<file path="config.mk">
export PLATFORM = sky130hd
export DESIGN_NAME = uart_rx_frame_ctrl_flat
export DESIGN_NICKNAME = d
export VERILOG_FILES = /design/src/rtl/uart_rx_frame_ctrl_if.sv /design/src/rtl/uart_rx_frame_ctrl.sv /design/src/flat_wrapper.sv
export SDC_FILE = /design/constraint.sdc
export NUM_CORES = 1
export LEC_CHECK = 0
export CAP_MARGIN = 20
export CORE_MARGIN = 8
export CORE_UTILIZATION = 25
export CTS_BUF_LIST = sky130_fd_sc_hd__clkbuf_16
export DETAILED_ROUTE_END_ITERATION = 10
export PLACE_DENSITY = 0.43
export SYNTH_ARGS = -nofsm -noshare
export SYNTH_HDL_FRONTEND = slang
export SYNTH_SLANG_ARGS = --single-unit
</file>
<file path="constraint.sdc">
create_clock -name clk -period 3.6 [get_ports clk]
set_input_delay 0.72 -clock clk [delete_from_list [all_inputs] [get_ports clk]]
set_output_delay 0.72 -clock clk [all_outputs]
set_load 0.01 [all_outputs]
</file>
<file path="src/rtl/uart_rx_frame_ctrl_if.sv">
// Byte-event input and register-write output bundle of the UART frame
// controller; master drives bytes, slave is the frame controller.
interface uart_rx_frame_ctrl_if;
  logic       rx_evt_i;
  logic [7:0] rx_data_i;
  logic       wr_en_o;
  logic [7:0] wr_addr_o;
  logic [7:0] wr_data_o;
  logic       frame_done_o;
  logic       frame_err_o;
  logic [1:0] err_code_o;
  logic       busy_o;

  modport master (
    output rx_evt_i, rx_data_i,
    input  wr_en_o, wr_addr_o, wr_data_o,
    input  frame_done_o, frame_err_o, err_code_o, busy_o
  );

  modport slave (
    input  rx_evt_i, rx_data_i,
    output wr_en_o, wr_addr_o, wr_data_o,
    output frame_done_o, frame_err_o, err_code_o, busy_o
  );
endinterface

</file>
<file path="src/rtl/uart_rx_frame_ctrl.sv">
// UART frame controller: parses HEADER/ADDR/LEN/payload[/CHK] byte events,
// buffers payload and commits it as one register write per cycle.
// Ports: clk, rst (async, active-high), bus (slave): rx_evt_i/rx_data_i in;
// wr_en_o/wr_addr_o/wr_data_o, frame_done_o, frame_err_o, err_code_o,
// busy_o out. Define UART_FRAME_CHK_EN to expect and verify a CHK byte.
module uart_rx_frame_ctrl #(
  parameter logic [31:0] MODULE_CLK_RATE   = 32'd100000000,
  parameter logic [31:0] UART_BAUDCLK_RATE = 32'd115200,
  parameter int unsigned TIMEOUT_BYTES     = 4,
  parameter logic [7:0]  HEADER            = 8'hA5,
  parameter int unsigned MAX_LEN           = 16
) (
  input  logic                 clk,
  input  logic                 rst,
  uart_rx_frame_ctrl_if.slave  bus
);
  localparam int unsigned BAUD_DIV =
    MODULE_CLK_RATE / UART_BAUDCLK_RATE;
  localparam int unsigned TO_LIM =
    TIMEOUT_BYTES * 10 * BAUD_DIV;
  localparam int unsigned CW =
    (TO_LIM > 1) ? $clog2(TO_LIM) : 1;
  localparam int unsigned IW = $clog2(MAX_LEN + 1);
  localparam int unsigned AW =
    (MAX_LEN > 1) ? $clog2(MAX_LEN) : 1;

  localparam logic [CW-1:0] CNT_LAST = CW'(TO_LIM - 1);
  localparam logic [CW-1:0] CNT_ONE  = CW'(1);
  localparam logic [IW-1:0] IDX_ONE  = IW'(1);
  localparam logic [7:0]    LEN_MAX  = 8'(MAX_LEN);

  typedef enum logic [2:0] {
    S_IDLE,
    S_ADDR,
    S_LEN,
    S_DATA,
    S_CHK,
    S_COMMIT
  } state_e;

  state_e          state_q;
  logic [7:0]      addr_q;
  logic [IW-1:0]   len_q;
  logic [IW-1:0]   idx_q;
  logic [IW-1:0]   cidx_q;
  logic [CW-1:0]   cnt_q;
  logic [7:0]      buf_q [MAX_LEN];
  logic            wr_en_q;
  logic [7:0]      wr_addr_q;
  logic [7:0]      wr_data_q;
  logic            done_q;
  logic            err_q;
  logic [1:0]      code_q;
`ifdef UART_FRAME_CHK_EN
  logic [7:0]      chk_q;
`endif

  logic            rx_evt;
  logic [7:0]      rx_data;
  logic            timed;
  logic            to_hit;
  logic            last_d;

  assign rx_evt  = bus.rx_evt_i;
  assign rx_data = bus.rx_data_i;

  assign timed = (state_q == S_ADDR) || (state_q == S_LEN) ||
                 (state_q == S_DATA) || (state_q == S_CHK);

  // Counter holds the number of silent cycles since the last byte;
  // the error fires on the edge that would make it reach the limit.
  assign to_hit = timed && !rx_evt && (cnt_q == CNT_LAST);

  assign last_d = ((idx_q + IDX_ONE) == len_q);

  // Payload storage carries no reset: contents are don't-care.
  always_ff @(posedge clk) begin
    if (state_q == S_DATA && rx_evt)
      buf_q[idx_q[AW-1:0]] <= rx_data;
  end

  always_ff @(posedge clk or posedge rst) begin
    if (rst) begin
      state_q   <= S_IDLE;
      addr_q    <= '0;
      len_q     <= '0;
      idx_q     <= '0;
      cidx_q    <= '0;
      cnt_q     <= '0;
      wr_en_q   <= 1'b0;
      wr_addr_q <= '0;
      wr_data_q <= '0;
      done_q    <= 1'b0;
      err_q     <= 1'b0;
      code_q    <= 2'd0;
`ifdef UART_FRAME_CHK_EN
      chk_q     <= '0;
`endif
    end else begin
      wr_en_q <= 1'b0;
      done_q  <= 1'b0;
      err_q   <= 1'b0;
      cnt_q   <= (timed && !rx_evt) ? cnt_q + CNT_ONE : '0;

      if (to_hit) begin
        err_q   <= 1'b1;
        code_q  <= 2'd2;
        state_q <= S_IDLE;
      end else begin
        unique case (state_q)
          S_IDLE: begin
            if (rx_evt && rx_data == HEADER)
              state_q <= S_ADDR;
          end
          S_ADDR: begin
            if (rx_evt) begin
              addr_q  <= rx_data;
`ifdef UART_FRAME_CHK_EN
              chk_q   <= rx_data;
`endif
              state_q <= S_LEN;
            end
          end
          S_LEN: begin
            if (rx_evt) begin
              if (rx_data == 8'd0 || rx_data > LEN_MAX) begin
                err_q   <= 1'b1;
                code_q  <= 2'd0;
                state_q <= S_IDLE;
              end else begin
                len_q   <= rx_data[IW-1:0];
                idx_q   <= '0;
`ifdef UART_FRAME_CHK_EN
                chk_q   <= chk_q ^ rx_data;
`endif
                state_q <= S_DATA;
              end
            end
          end
          S_DATA: begin
            if (rx_evt) begin
              idx_q <= idx_q + IDX_ONE;
`ifdef UART_FRAME_CHK_EN
              chk_q <= chk_q ^ rx_data;
              if (last_d)
                state_q <= S_CHK;
`else
              // First write issues on the next edge; for a one-byte
              // payload the buffer is not yet loaded, so bypass it.
              if (last_d) begin
                state_q   <= S_COMMIT;
                wr_en_q   <= 1'b1;
                wr_addr_q <= addr_q;
                wr_data_q <= (idx_q == '0) ? rx_data : buf_q[0];
                cidx_q    <= IDX_ONE;
              end
`endif
            end
          end
`ifdef UART_FRAME_CHK_EN
          S_CHK: begin
            if (rx_evt) begin
              if (rx_data == chk_q) begin
                state_q   <= S_COMMIT;
                wr_en_q   <= 1'b1;
                wr_addr_q <= addr_q;
                wr_data_q <= buf_q[0];
                cidx_q    <= IDX_ONE;
              end else begin
                err_q   <= 1'b1;
                code_q  <= 2'd1;
                state_q <= S_IDLE;
              end
            end
          end
`endif
          S_COMMIT: begin
            // Late bytes are dropped; the burst is not disturbed.
            if (rx_evt) begin
              err_q  <= 1'b1;
              code_q <= 2'd3;
            end
            if (cidx_q == len_q) begin
              done_q  <= 1'b1;
              state_q <= S_IDLE;
            end else begin
              wr_en_q   <= 1'b1;
              wr_addr_q <= addr_q + 8'(cidx_q);
              wr_data_q <= buf_q[cidx_q[AW-1:0]];
              cidx_q    <= cidx_q + IDX_ONE;
            end
          end
          default: state_q <= S_IDLE;
        endcase
      end
    end
  end

  assign bus.wr_en_o      = wr_en_q;
  assign bus.wr_addr_o    = wr_addr_q;
  assign bus.wr_data_o    = wr_data_q;
  assign bus.frame_done_o = done_q;
  assign bus.frame_err_o  = err_q;
  assign bus.err_code_o   = code_q;
  assign bus.busy_o       = (state_q != S_IDLE);
endmodule
</file>
<file path="src/flat_wrapper.sv">
// flat-port wrapper written by rule: the top's interface ports become plain ports
module uart_rx_frame_ctrl_flat 
#(
  parameter logic [31:0] MODULE_CLK_RATE   = 32'd100000000,
  parameter logic [31:0] UART_BAUDCLK_RATE = 32'd115200,
  parameter int unsigned TIMEOUT_BYTES     = 4,
  parameter logic [7:0]  HEADER            = 8'hA5,
  parameter int unsigned MAX_LEN           = 16
)
  (clk, rst, bus_rx_evt_i, bus_rx_data_i, bus_wr_en_o, bus_wr_addr_o, bus_wr_data_o, bus_frame_done_o, bus_frame_err_o, bus_err_code_o, bus_busy_o);
  uart_rx_frame_ctrl_if bus_i ();
  input  logic clk;
  input  logic rst;
  input wire logic [$bits(bus_i.rx_evt_i)-1:0] bus_rx_evt_i;
  input wire logic [$bits(bus_i.rx_data_i)-1:0] bus_rx_data_i;
  output wire logic [$bits(bus_i.wr_en_o)-1:0] bus_wr_en_o;
  output wire logic [$bits(bus_i.wr_addr_o)-1:0] bus_wr_addr_o;
  output wire logic [$bits(bus_i.wr_data_o)-1:0] bus_wr_data_o;
  output wire logic [$bits(bus_i.frame_done_o)-1:0] bus_frame_done_o;
  output wire logic [$bits(bus_i.frame_err_o)-1:0] bus_frame_err_o;
  output wire logic [$bits(bus_i.err_code_o)-1:0] bus_err_code_o;
  output wire logic [$bits(bus_i.busy_o)-1:0] bus_busy_o;
  assign bus_i.rx_evt_i = bus_rx_evt_i;
  assign bus_i.rx_data_i = bus_rx_data_i;
  assign bus_wr_en_o = bus_i.wr_en_o;
  assign bus_wr_addr_o = bus_i.wr_addr_o;
  assign bus_wr_data_o = bus_i.wr_data_o;
  assign bus_frame_done_o = bus_i.frame_done_o;
  assign bus_frame_err_o = bus_i.frame_err_o;
  assign bus_err_code_o = bus_i.err_code_o;
  assign bus_busy_o = bus_i.busy_o;
  uart_rx_frame_ctrl #(.MODULE_CLK_RATE(MODULE_CLK_RATE), .UART_BAUDCLK_RATE(UART_BAUDCLK_RATE), .TIMEOUT_BYTES(TIMEOUT_BYTES), .HEADER(HEADER), .MAX_LEN(MAX_LEN)) u_core (.clk(clk), .rst(rst), .bus(bus_i));
endmodule
</file>
* Word-level counts from Yosys, hierarchy flattened
Memory sizes are Yosys's and may differ from the RTL's. Cells that the tools add are included.
Operators by class: add/subtract/negate cells 4, $lt $le $gt $ge 1, equal/unequal tests 22, muxes and demuxes 47, bitwise gates (word level) 2, reduce and logical (&&, ||, !) cells 22
Operator list (count):
- $mux 8 | 7
- $pmux 8 s2 | 2
- $mux 5 | 6
- $mux 3 | 7
- $pmux 5 s2 | 2
- $add 16x1->16 const B | 1
- $eq 16x16->1 const B | 1
- $mux 16 | 1
- $ne 3x2->1 const B | 5
- $pmux 3 s5 | 1
- $mux 1 | 13
- $add 5x1->5 const B | 2
- $eq 5x5->1 | 2
- $mux 2 | 5
- $reduce_and 5->1 | 2
- $ne 3x1->1 const B | 3
- $add 8x5->8 | 1
- $eq 8x8->1 const B | 1
- $gt 8x5->1 const B | 1
- $logic_not 8->1 | 1
- $ne 2x2->1 const B | 4
- $reduce_and 4->1 | 2
- $eq 3x2->1 const B | 2
- $eq 3x3->1 const B | 2
- other kinds (14) | 24
Word-level totals: bits in registers 63, RAM bits 128, bits of input ports 11, memories kept 1
Memories:
- u_core.buf_q | depth 16, bits a word 8, read ports 2, clocked after Yosys merged registers in 0, wr ports 1, line uart_rx_frame_ctrl.sv:47 | logic [7:0] buf_q [MAX_LEN];

* Longest topological paths before layout
depth after elaboration 8, mapped depth 9, depth with buffers taken out 8

* Worst setup path before layout
No wires, ideal clock.
kind input to register, start input bus_rx_data_i[1], end register u_core.len_q[0], setup time 0.125 ns, data arrival time 2.204 ns, required time 3.475 ns, path slack 1.271 ns, stages 5, buffers on the path 0, cell sequence nor4_1 -> xor2_1 -> or4_1 -> nor3_2 -> mux2_2
Between the ends: longest elaborated chain between the ends 4, elaborated cells between the ends (all ways) 5, those cells by class 1 x order compare; 1 x bitwise; 3 x reduce/logical
Ends and longest elaborated chain:
- from (decl) | line flat_wrapper.sv:15 | input wire logic [$bits(bus_i.rx_data_i)-1:0] bus_rx_data_i;
- $gt 8x5->1 / $logic_not 8->1 (equally long branches) | line uart_rx_frame_ctrl.sv:126 | if (rx_data == 8'd0 || rx_data > LEN_MAX) begin
- $logic_or 1x1->1 * | line uart_rx_frame_ctrl.sv:126
- $not 1->1 (no source line) *
- $reduce_and 4->1 (no source line) *
- to (signal assigned) | line uart_rx_frame_ctrl.sv:131 | len_q <= rx_data[IW-1:0];
- to (decl) | line uart_rx_frame_ctrl.sv:43 | logic [IW-1:0] len_q;
Every way passes the cells marked *; elsewhere a longest branch is shown, timed or not. A chain may end at the register's enable or synchronous reset.

* Worst setup path after layout
start register u_core.idx_q[0], end register u_core.wr_data_q[2], in the netlist u_core.bus.wr_data_o[2]
Between the ends: longest elaborated chain between the ends 5, elaborated cells between the ends (all ways) 9, those cells by class 1 x add/sub; 2 x eq/ne; 4 x mux; 2 x reduce/logical
Ends and longest elaborated chain:
- from (decl) | line uart_rx_frame_ctrl.sv:44 | logic [IW-1:0] idx_q;
- from (signal assigned) | line uart_rx_frame_ctrl.sv:142 | idx_q <= idx_q + IDX_ONE;
- parallel branches: the longest is 5 deep, another holds $add 5x1->5
- to (signal assigned) | line uart_rx_frame_ctrl.sv:154 | wr_data_q <= (idx_q == '0) ? rx_data : buf_q[0];
- to (signal assigned) | line uart_rx_frame_ctrl.sv:189 | wr_data_q <= buf_q[cidx_q[AW-1:0]];
- to (decl) | line uart_rx_frame_ctrl.sv:50 | logic [7:0] wr_data_q;
Several ways; the timed one is not identified. The select of a mux whose other input is x is not followed.

==> results.txt <==
----------------------------------------------------
[Clocking]
  CTS Sinks ... 191
  Bufs on Longest Clock Path ... 2
  Buffer type at the clock tree root ... clkbuf_16
  Htree depth ... 4
  Number of gates resized after CTS ... 0
  CTS tree ... built
  Insertion delay to the later sink of the worst-skew pair ... 440 ps
  Number of buffers created by CTS ... 17
  Number of hold-repair buffers added at the cts stage ... 0
  Clock Pin Slew Worst Setup and Hold Paths ... 70 ps
  Number of buffers inserted to repair setup after CTS ... 0

[Setup path]
  Cells along the critical path ... inv_1, ha_1, nor4b_2, mux2i_1, a221oi_1, mux2_2
  Crit path kind ... register to register
  CP max stage cell ... nor4b_2
  CP max stage delay ... 710 ps
  Flop-to-flop setup slack ... 910 ps
  R2R depth ... 6
  Crit Path Max Fanout ... 7
  Arrival time worst endpoint ... 3060 ps
  Destination of the worst register-to-register timing path ... u_core.bus.wr_data_o[2]$_DFFE_PP0P_
  Startpoint of the most critical setup path ... u_core.idx_q[0]$_DFFE_PP0P_
  Critical path endpoint ... u_core.bus.wr_data_o[2]$_DFFE_PP0P_
  Nature of the critical path endpoint ... register
  Element type at the critical path start ... register
  CP Data Required Time ... 3970 ps
  Launch point of the worst reg-to-reg path ... u_core.idx_q[0]$_DFFE_PP0P_

[Route]
  Vias after detailed routing ... 5125
  Detailed-route wire length per cell ... 19.8 µm
  Initial DRC count ... 415
  Routed Antenna Nets ... 0
  First drt pass iteration count ... 5
  Detailed-route DRC error count ... 0
  Via-to-Cell Ratio ... 4.61
  Aggregate routed wire length ... 22100 µm

[Die]
  Core area ... 33400 µm²
  Floorplan die area ... 39900 µm²
  # IOs ... 33
  Die outline height ... 200 µm
  # rows ... 67
  Starting utilization of the core area ... 0.253
  Chip Width ... 200 µm

[STA]
  Transition time at the pin with the least slew margin ... 863 ps
  Clock period minus final worst setup slack ... 2690 ps
  Minimum setup slack in the final design ... 912 ps
  RSZ-0062 raised after global routing ... false
  Relative slew slack ... 0.423
  Post-route clock period utilization ... 0.747
  Number of slew-limit violations in the final report ... 0
  Final-report hold violation count ... 0
  Final sum of negative setup slack ... 0 ps
  Fin Clk Skew ... 10.4 ps
  Hold Worst Slack ... 472 ps
  Final setup violation count ... 0
  Maximum achievable frequency ... 372 MHz

[Yosys]
  Count of state elements after synthesis ... 191
  Sequential share of the synthesized area ... 0.641
  Area share of the leading cell type in the synthesized netlist ... 0.455
  Number of warnings reported in the yosys synthesis log ... 0
  Area leader, netlist ... edfxtp_1
  Number of standard cells after synthesis ... 586
  Synth Cell Area ... 8450 µm²
  Fraction of synthesis flops using an asynchronous set or reset pin ... 0.330
  Number of enable flip-flop cells after synthesis ... 128
  Unique masters post-synth ... 60
  Synthesized netlist net count ... 609
  Largest cells by area after synthesis ... edfxtp_1 45%, dfrtp_1 19%, mux4_2 5.3%
  Synthesized area per cell ... 14.4 µm²
  Top_reg_cell synth ... edfxtp_1

[Finish]
  Layout cells sized above 1 ... 0.181
  Finished Cell Area ... 10100 µm²
  Fill cell instance count of the final layout ... 3340
  Diode insertion count for antenna repair ... 0
  Layout overhead on the synthesized area ... 19.9%
  Final core utilization ... 0.303
  Final net count ... 673

[Hold path]
  Hold WC Path Type ... register to register
  Cell count of the worst hold path ... 1

[Global route]
  Total global routing overflow ... 0
  Pin count of the biggest net entering global routing ... 45
  Vias in the first global route ... 5213
  Antenna violations before repair ... 0
  GR Util All Layers ... 0.114
  Wire length of the first global-routing pass ... 33100 µm

[Status]
  Outcome ... finished clean

[Place]
  Total placed instance area ... 9490 µm²
  Half-perimeter wire length of the detailed placement result ... 15200 µm
  Post-place setup slack ... 459 ps
  Placer Congestion ... 0.762
  I/O Buffers ... 32

[Pwr]
  Worst-case vdd ir drop ... 0.000350 V
  Power density normalized to cell area ... 696 nW/µm²
  Leakage component of the power ... 3.59 nW

[Job]
  MaxCap Viol Count ... 0

----------------------------------------------------
## synth_stat cells, types with 4 or more instances
cell type / count
a221oi_1: 7
o21ai_0: 22
clkbuf_1: 11
ha_1: 11
buf_2: 8
mux2_2: 23
nand2_1: 38
inv_1: 17
mux2i_1: 42
nand3_1: 14
edfxtp_1: 128
buf_6: 4
a21oi_1: 14
nor2_1: 37
a22oi_1: 12
nand4_1: 5
mux4_2: 20
dfrtp_1: 63
xor2_1: 18
and2_1: 5
nor3_1: 13
a211oi_1: 4
nor2b_1: 6
a31oi_1: 7
xnor2_1: 9
## power by group
part	leakage, nW	switching (W)	internal, W
combinational	1.32	0.00103	0.00101
clock	0.311	0.000901	0.00113
sequential	1.96	0.000376	0.00260
total	3.59	0.00231	0.00474
## critical path: cells and delay by family, from the launching register on
kind                       cells  cell delay, ps
muxes                          2             460
buffers and inverters          1             110
and+or+nand+nor                1             710
AOI/OAI and AO/OA              1             710
DFF                            1             460
adders and majority gates      1             170
## registers in the layout, summed over array words and instances (netlist names), 2 cells and up
signal and cells:
u_core.buf_q 128, u_core.addr_q 8, u_core.cnt_q 16, u_core.cidx_q 5, u_core.len_q 5, u_core.bus.wr_data_o 8, u_core.bus.err_code_o 2, u_core.state_q 3
u_core.idx_q 5, u_core.bus.wr_addr_o 8
## final cells by class
type                       instances  area, µm²  area share
timing repair buffer              69        611      0.0603
multi-input combinational        353       2830       0.280
sequential                       191       5420       0.535
inverter                          18       67.6     0.00667
clock inverter                    15        214      0.0211
clock buffer                      17        425      0.0420
tap                              448        561      0.0553
## worst min path at each step
stage / endpoint / startpoint / slack [ps]
after floorplan: u_core.cnt_q[0]$_DFF_PP0_ / u_core.cnt_q[0]$_DFF_PP0_ / 420
after global placement: u_core.cnt_q[0]$_DFF_PP0_ / u_core.cnt_q[0]$_DFF_PP0_ / 440
after detailed placement: u_core.cnt_q[0]$_DFF_PP0_ / u_core.cnt_q[0]$_DFF_PP0_ / 460
after CTS: u_core.cnt_q[0]$_DFF_PP0_ / u_core.cnt_q[0]$_DFF_PP0_ / 470
after global routing: u_core.cnt_q[0]$_DFF_PP0_ / u_core.cnt_q[0]$_DFF_PP0_ / 490
final: u_core.cnt_q[0]$_DFF_PP0_ / u_core.cnt_q[0]$_DFF_PP0_ / 470
## cell families after synthesis
group	Yosys count	share of synthesized area
flops	191	0.641
simple gates	141	0.0817
compound gates	87	0.0699
mux	85	0.134
buf+inv	42	0.0238
xor+xnor	28	0.0307
fa+ha+maj	12	0.0187
## routing by layer
layer,global-route usage,share of wire
met1,0.156,0.48
met3,0.0196,0.023
met5,0,0
met2,0.179,0.47
met4,0.0401,0.019
## placed cells by master, fill, tap and decap left out, types with 4 or more instances in the layout
cell	n
a211oi_1	4
a21oi_1	14
a221oi_1	7
a22oi_1	12
a31oi_1	7
and2_1	5
buf_4	36
clkbuf_16	17
clkdlybuf4s50_1	32
dfrtp_1	62
edfxtp_1	128
ha_1	11
inv_1	16
inv_6	4
inv_8	5
mux2_2	23
mux2i_1	42
mux4_2	20
nand2_1	38
nand3_1	14
nand4_1	5
nor2_1	37
nor2b_1	6
nor3_1	13
o21ai_0	22
xnor2_1	9
xor2_1	18
## metrics by stage
step           cells  power (W)
3_3_place_gp    1079    0.00505
2_1_floorplan    586    0.00428
6_report        1111    0.00705
5_1_grt         1111    0.00743
3_5_place_dp    1079    0.00510
4_1_cts         1111    0.00714
Note: power is estimated with default switching activity, not from simulation.
